$ cat src/rtl/rep_umul_acc_if.sv
// Handshake and datapath bundle between rep_umul_acc, its requester and the rep_uMUL it drives.
interface rep_umul_acc_if #(
  parameter int unsigned BITWIDTH = 8
);
  logic                iStart;
  logic [BITWIDTH-1:0] iB;
  logic                iMult;
  logic                iAck;
  logic [BITWIDTH-1:0] oB;
  logic                oLoadB;
  logic                oClr;
  logic                oBusy;
  logic [BITWIDTH-1:0] oResult;
  logic                oValid;

  modport slave (
    input  iStart, iB, iMult, iAck,
    output oB, oLoadB, oClr, oBusy, oResult, oValid
  );

  modport master (
    output iStart, iB, iMult, iAck,
    input  oB, oLoadB, oClr, oBusy, oResult, oValid
  );
endinterface

$ cat src/rtl/rep_umul_acc.sv
// Runs one 2^BITWIDTH-cycle window of a repeated unary multiplier and counts the ones it emits.
module rep_umul_acc #(
  parameter int unsigned BITWIDTH = 8
) (
  input logic             iClk,
  input logic             iRst,
  rep_umul_acc_if.slave   bus
);
  localparam logic [1:0] IDLE = 2'd0;
  localparam logic [1:0] LOAD = 2'd1;
  localparam logic [1:0] RUN  = 2'd2;
  localparam logic [1:0] DONE = 2'd3;

  logic [1:0]          r_state;
  logic [BITWIDTH:0]   r_acc;
  logic [BITWIDTH-1:0] r_cnt;
  logic [BITWIDTH-1:0] r_b;
  logic                r_load;
  logic                r_clr;
  logic                r_busy;
  logic [BITWIDTH-1:0] r_result;
  logic                r_valid;

  logic [BITWIDTH:0]   w_sum;
  logic                w_cnt_last;

  // iMult feeds the adder directly so the last window bit lands on the DONE edge.
  assign w_sum      = r_acc + {{BITWIDTH{1'b0}}, bus.iMult};
  assign w_cnt_last = (r_cnt == {BITWIDTH{1'b1}});

  always_ff @(posedge iClk or posedge iRst) begin
    if (iRst) begin
      r_state  <= IDLE;
      r_acc    <= '0;
      r_cnt    <= '0;
      r_b      <= '0;
      r_load   <= 1'b0;
      r_clr    <= 1'b0;
      r_busy   <= 1'b0;
      r_result <= '0;
      r_valid  <= 1'b0;
    end else begin
      case (r_state)
        IDLE: begin
          if (bus.iStart) begin
            r_b     <= bus.iB;
            r_load  <= 1'b1;
            r_clr   <= 1'b1;
            r_busy  <= 1'b1;
            r_state <= LOAD;
          end
        end
        LOAD: begin
          r_load  <= 1'b0;
          r_clr   <= 1'b0;
          r_acc   <= '0;
          r_cnt   <= '0;
          r_state <= RUN;
        end
        RUN: begin
          r_acc <= w_sum;
          r_cnt <= r_cnt + {{(BITWIDTH-1){1'b0}}, 1'b1};
          if (w_cnt_last) begin
            // A full window of ones overflows BITWIDTH bits; clamp to all-ones.
            r_result <= w_sum[BITWIDTH] ? {BITWIDTH{1'b1}} : w_sum[BITWIDTH-1:0];
            r_valid  <= 1'b1;
            r_busy   <= 1'b0;
            r_state  <= DONE;
          end
        end
        DONE: begin
          if (bus.iAck) begin
            r_valid <= 1'b0;
            r_state <= IDLE;
          end
        end
        default: r_state <= IDLE;
      endcase
    end
  end

  assign bus.oB      = r_b;
  assign bus.oLoadB  = r_load;
  assign bus.oClr    = r_clr;
  assign bus.oBusy   = r_busy;
  assign bus.oResult = r_result;
  assign bus.oValid  = r_valid;
endmodule

$ cat src/flat_wrapper.sv
// flat-port wrapper written by rule: the top's interface ports become plain ports
module rep_umul_acc_flat 
#(
  parameter int unsigned BITWIDTH = 8
)
  (iClk, iRst, bus_iStart, bus_iB, bus_iMult, bus_iAck, bus_oB, bus_oLoadB, bus_oClr, bus_oBusy, bus_oResult, bus_oValid);
  rep_umul_acc_if #(.BITWIDTH(BITWIDTH)) bus_i ();
  input logic iClk;
  input logic iRst;
  input wire logic [$bits(bus_i.iStart)-1:0] bus_iStart;
  input wire logic [$bits(bus_i.iB)-1:0] bus_iB;
  input wire logic [$bits(bus_i.iMult)-1:0] bus_iMult;
  input wire logic [$bits(bus_i.iAck)-1:0] bus_iAck;
  output wire logic [$bits(bus_i.oB)-1:0] bus_oB;
  output wire logic [$bits(bus_i.oLoadB)-1:0] bus_oLoadB;
  output wire logic [$bits(bus_i.oClr)-1:0] bus_oClr;
  output wire logic [$bits(bus_i.oBusy)-1:0] bus_oBusy;
  output wire logic [$bits(bus_i.oResult)-1:0] bus_oResult;
  output wire logic [$bits(bus_i.oValid)-1:0] bus_oValid;
  assign bus_i.iStart = bus_iStart;
  assign bus_i.iB = bus_iB;
  assign bus_i.iMult = bus_iMult;
  assign bus_i.iAck = bus_iAck;
  assign bus_oB = bus_i.oB;
  assign bus_oLoadB = bus_i.oLoadB;
  assign bus_oClr = bus_i.oClr;
  assign bus_oBusy = bus_i.oBusy;
  assign bus_oResult = bus_i.oResult;
  assign bus_oValid = bus_i.oValid;
  rep_umul_acc #(.BITWIDTH(BITWIDTH)) u_core (.iClk(iClk), .iRst(iRst), .bus(bus_i));
endmodule
$ cat config.mk
export PLATFORM = sky130hd
export DESIGN_NAME = rep_umul_acc_flat
export DESIGN_NICKNAME = d
export VERILOG_FILES = /design/src/rtl/rep_umul_acc_if.sv /design/src/rtl/rep_umul_acc.sv /design/src/flat_wrapper.sv
export SDC_FILE = /design/constraint.sdc
export NUM_CORES = 1
export LEC_CHECK = 0
export ABC_AREA = 0
export CAP_MARGIN = 20
export CORE_UTILIZATION = 50
export DETAILED_ROUTE_END_ITERATION = 8
export PLACE_DENSITY = 0.74
export SLEW_MARGIN = 20
export SYNTH_ARGS = -nofsm -noshare
export SYNTH_HDL_FRONTEND = slang
export SYNTH_SLANG_ARGS = --single-unit
$ cat constraint.sdc
create_clock -name iClk -period 2.29 [get_ports iClk]
set_input_delay 0.5725 -clock iClk [delete_from_list [all_inputs] [get_ports iClk]]
set_output_delay 0.5725 -clock iClk [all_outputs]
set_load 0.005 [all_outputs]
# == Yosys cells after proc, flatten, opt, wreduce, memory -nomap -nowiden ==
# Cells that the tools add are included.
# word_totals
reg_bits,38
inputBits,13
out_inout_bits,20
elab_cells,42
# op_classes
n_addsub,2
eq_ne,7
n_mux,14
n_reduce_logical,11
# op_table
operator,count
one-hot mux 9 bit (2 select lines),1
one-hot mux 8 bit (2 select lines),1
adder 9 x 1 -> 9 bit,1
AND reduction 3 bit,3
adder 8 x 1 -> 8 bit (second input constant),1
equality test 8 bit (second input constant),1
2-to-1 mux 8 bit,1
one-hot mux 2 bit (4 select lines),1
nonzero test 2 bit,4
2-to-1 mux 2 bit,3
one-hot mux 1 bit (2 select lines),3
AND reduction 2 bit,3
equality test 2 bit (second input constant),2
2-to-1 mux 1 bit,4
inequality test 2 bit (second input constant),2
equality test 2 x 1 -> 1 bit (second input constant),1
logical NOT 2 bit,1
inequality test 2 x 1 -> 1 bit (second input constant),1

# == Logic depth before layout (Yosys ltp) ==
# logic_depth
ltp_word,3
ltp_mapped,7
depth_no_buf,6

# == Worst setup path before layout ==
# Ideal clock, no wire load.
# synth_timing
path_kind,input-to-reg
start,input port bus_iMult
end,"register u_core.r_result[0], in the netlist u_core.bus.oResult[0]"
setup_time_ps,73
arrival_ps,1748
required_ps,2217
setup_slack_ps,469
path_stages,6
path_buffers,0
path_cell_list,ha_1 ha_1 and3_1 and3_1 o21a_4 a21oi_2
# synth_via
elab_chain_cells,2
# synth_lines
item,line,text
start: declaration,flat_wrapper.sv:12,input wire logic [$bits(bus_i.iMult)-1:0] bus_iMult;
adder 9 x 1 -> 9 bit,rep_umul_acc.sv:28,"assign w_sum = r_acc + {{BITWIDTH{1'b0}}, bus.iMult};"
2-to-1 mux 8 bit,rep_umul_acc.sv:65,r_result <= w_sum[BITWIDTH] ? {BITWIDTH{1'b1}} : w_sum[BITWIDTH-1:0];
end signal: assignment,rep_umul_acc.sv:65,
end: declaration,rep_umul_acc.sv:21,logic [BITWIDTH-1:0] r_result;
# Every way passes these cells.
# A chain may end at the register's enable or synchronous reset.

# == Worst setup path after layout ==
# Ends and elaborated chain as after synthesis.

==> results.yml <==
die:
  die_area_sq_um: 4016
  fp.dieW_um: 63.37
  initial_utilization_pct: 54.29
  core-area_sq_um: 3468
  rows: 21
  boundaryPins: 33
  dieHeight_um: 63.37
logic_synthesis:
  yosys_warnings: 0
  synth_xor_area_share_pct: 3.256
  synthAdderAreaFrac_pct: 5.316
  synth_top_area_cell: "dfrtp_1"
  synth_mux_area_share_pct: 5.847
  seq_area_frac_synth_pct: 50.50
  async_flop_share_pct: 100.0
  synthTopCellsByArea: "dfrtp_1 (50%), ha_1 (5.3%), mux2_2 (4.8%), a21oi_2 (4.2%), nand2_1 (3.4%)"
  yosysUniqueCellTypes: 37
  syn-num-nets: 197
  synth_top_family_by_area: "compound AO/OA/AOI/OAI gates"
  synthCells: 176
  synth_area_sq_um: 1883
  synth_edf_count: 0
  synth_top_cell_area_share_pct: 50.50
  syn_area_per_cell_sq_um: 10.70
  ys_seq_elements: 38
  yosys.area_share.simple_pct: 15.28
  ys.flop_type: "dfrtp_1"
  synth_compound_area_share_pct: 16.48
clock_tree:
  cts_tree: "done"
  clockBufferDepth: 2
  cts.sinks: 38
  clock-root-buffer: "clkbuf_8"
  ctsResizeCount: 0
  postCtsSetupBuffers: 0
  numCtsBuffers: 5
  clock_latency_ps: 290
  hold_buffers: 0
  clk_pin_slew_ps: 70
  h-tree-depth: 2
timing:
  drv_slew: 0
  finalSetupViolations: 0
  maxSlewHeadroom_pct: 69.09
  skew_ps: 5.548
  rsz0062_at_grt: "no"
  hold_violations: 0
  period_share_pct: 86.68
  tightestPinTransition_ps: 463.6
  tns_ps: 0
  fmax_ghz: 0.5038
  fin_crit_ps: 1985
worst_hold_path:
  hold_class: "reg2reg"
critical_path:
  worst-path-buf-inv: 1
  crit_type: "in2reg"
  crit_chain: "clkdlybuf4s50_1 > ha_1 > ha_1 > and3_1 > and3_1 > o21a_4 > a21oi_2"
  crit_fanout: 8
  critPathMaxStageDelay_ps: 410
  cp_top_family: "adder cells"
  crit_slowest_cell: "clkdlybuf4s50_1"
  cp-end-kind: "flop"
  required_ps: 2510
  start_kind: "input pin"
  arrival_ps: 2210
grt:
  grt_pass1_wl_um: 6527
  grt_start_max_net_pins: 39
  track_usage_pct: 21.19
  grt_pass1_vias: 1424
  antenna_found_initial: 0
  grt_overflow: 0
place:
  port_buffers: 32
  place_area_sq_um: 2285
  post-dp-hpwl_um: 2664
  place_congestion: 0.8176
detailed_routing:
  drt-total-wl_um: 3749
  wl_per_cell_um: 14.15
  first_iter_violations: 64
  ant_nets: 0
  via_per_inst: 5.528
  vias: 1465
  dr.pass1.iters: 4
  drc: 0
run:
  cap_violations: 0
cells_and_area:
  final_cell_area_sq_um: 2391
  drive_gt1_share_pct: 16.44
  diodes: 0
  area_growth_pct: 26.98
  nets: 239
  multi_input_area_sq_um: 869.6
  final_cell_mix: "dfrtp_1 (38), clkdlybuf4s50_1 (32), nand2_1 (17)"
  register_area_sq_um: 950.9
  fill_cells: 269
  final_common_cell: "dfrtp_1"
pwr:
  p_leak_nw: 1.012
  peakVddDrop_mv: 0.6782
  power.internal_mw: 1.596
  p_switching_uw: 827.0
  power_frac_comb_pct: 40.0
  clkPwrFrac_pct: 22.6
  pwr-share-seq_pct: 37.4
  p_per_area_nw_per_um2: 1013
  swShare_pct: 34.13
run_status:
  status: "finished, final reports clean"
==> power groups by stage <==
stage / registers, mW / logic, mW / clock network (mW)
global placement: 0.902 / 0.935 / 0
CTS: 0.902 / 0.966 / 0.563
floorplan: 0.910 / 0.618 / 0
finish: 0.905 / 0.969 / 0.549
global route: 0.923 / 1.09 / 0.595
detailed placement: 0.915 / 0.963 / 0
==> cell families after synthesis <==
logic type / count (synthesis)
xor+xnor: 7
simple gates: 56
fa+ha+maj: 8
flops: 38
compound gates: 44
mux: 10
buf+inv: 13
==> synthesized netlist by cell type (2+ instances only) <==
cell type,n
o21ai_1,2
a21oi_1,8
mux2i_1,2
inv_1,9
ha_1,8
o31ai_1,3
and3_1,2
nand2_1,17
nor2b_1,2
a21oi_2,9
nor2_1,13
o2bb2ai_1,6
o21ai_0,11
nand2b_1,3
mux2_2,8
dfrtp_1,38
xnor2_1,5
nand3_1,8
xor2_1,2
clkbuf_1,2
nor3_1,2
==> state kept, by name, indices dropped and copies added (netlist names) <==
| register | flops |
|---|---|
| u_core.bus.oB | 8 |
| u_core.r_cnt | 8 |
| u_core.r_acc | 9 |
| u_core.bus.oResult | 8 |
| u_core.bus.oBusy | 1 |
| u_core.r_state | 2 |
| u_core.bus.oValid | 1 |
| u_core.bus.oLoadB | 1 |
==> path summary, 6_finish.rpt <==
| check | from | end | slack [ps] | cells after the start |
|---|---|---|---|---|
| setup / recovery | bus_iMult | u_core.bus.oResult[0]$_DFFE_PP0P_ | 300 | 7 |
| hold / removal | u_core.bus.oB[3]$_DFFE_PP0P_ | u_core.bus.oB[3]$_DFFE_PP0P_ | 500 | 1 |
| setup reg to reg | u_core.r_state[0]$_DFFE_PP0P_ | u_core.r_cnt[3]$_DFFE_PP0P_ | 330 | 6 |
| hold reg to reg | u_core.bus.oB[3]$_DFFE_PP0P_ | u_core.bus.oB[3]$_DFFE_PP0P_ | 500 | 1 |
| max in group asynchronous | iRst | u_core.r_cnt[2]$_DFFE_PP0P_ | 1270 | 3 |
| min in group asynchronous | iRst | u_core.bus.oResult[1]$_DFFE_PP0P_ | 690 | 3 |
==> through the flow <==
stage	total power, mW	util [%]	hold WS, ps	worst slack (ps)	std cells
6_report	2.423	68.94	504.3	305.0	265
3_3_place_gp	1.837	65.87	476.7	45.48	257
5_1_grt	2.604	68.94	528.9	146.2	265
2_1_floorplan	1.527	-	458.7	469.3	176
4_1_cts	2.431	68.94	507.1	321.9	265
3_5_place_dp	1.878	65.87	491.5	15.45	257
==> area by class of cell <==
type / count / area share [%]
multi-input cells: 125 / 36.37
repair buffers: 39 / 15.59
clock buffers: 7 / 3.192
well taps: 46 / 2.407
inverters: 9 / 1.413
flip-flops and latches: 38 / 39.77
clock inverters: 1 / 1.256
==> routing by layer <==
metal  part of all wire [%]  wire, um  up-vias  global-route usage (%)
met5                      0         0        -                       0
met4                    1.5        58        0                   9.091
met3                    6.5       244        5                   5.978
li1                       -         -      707                       -
met2                     47      1775       61                   34.84
met1                     45      1670      692                   25.86
(Power assumes the default switching activity.)
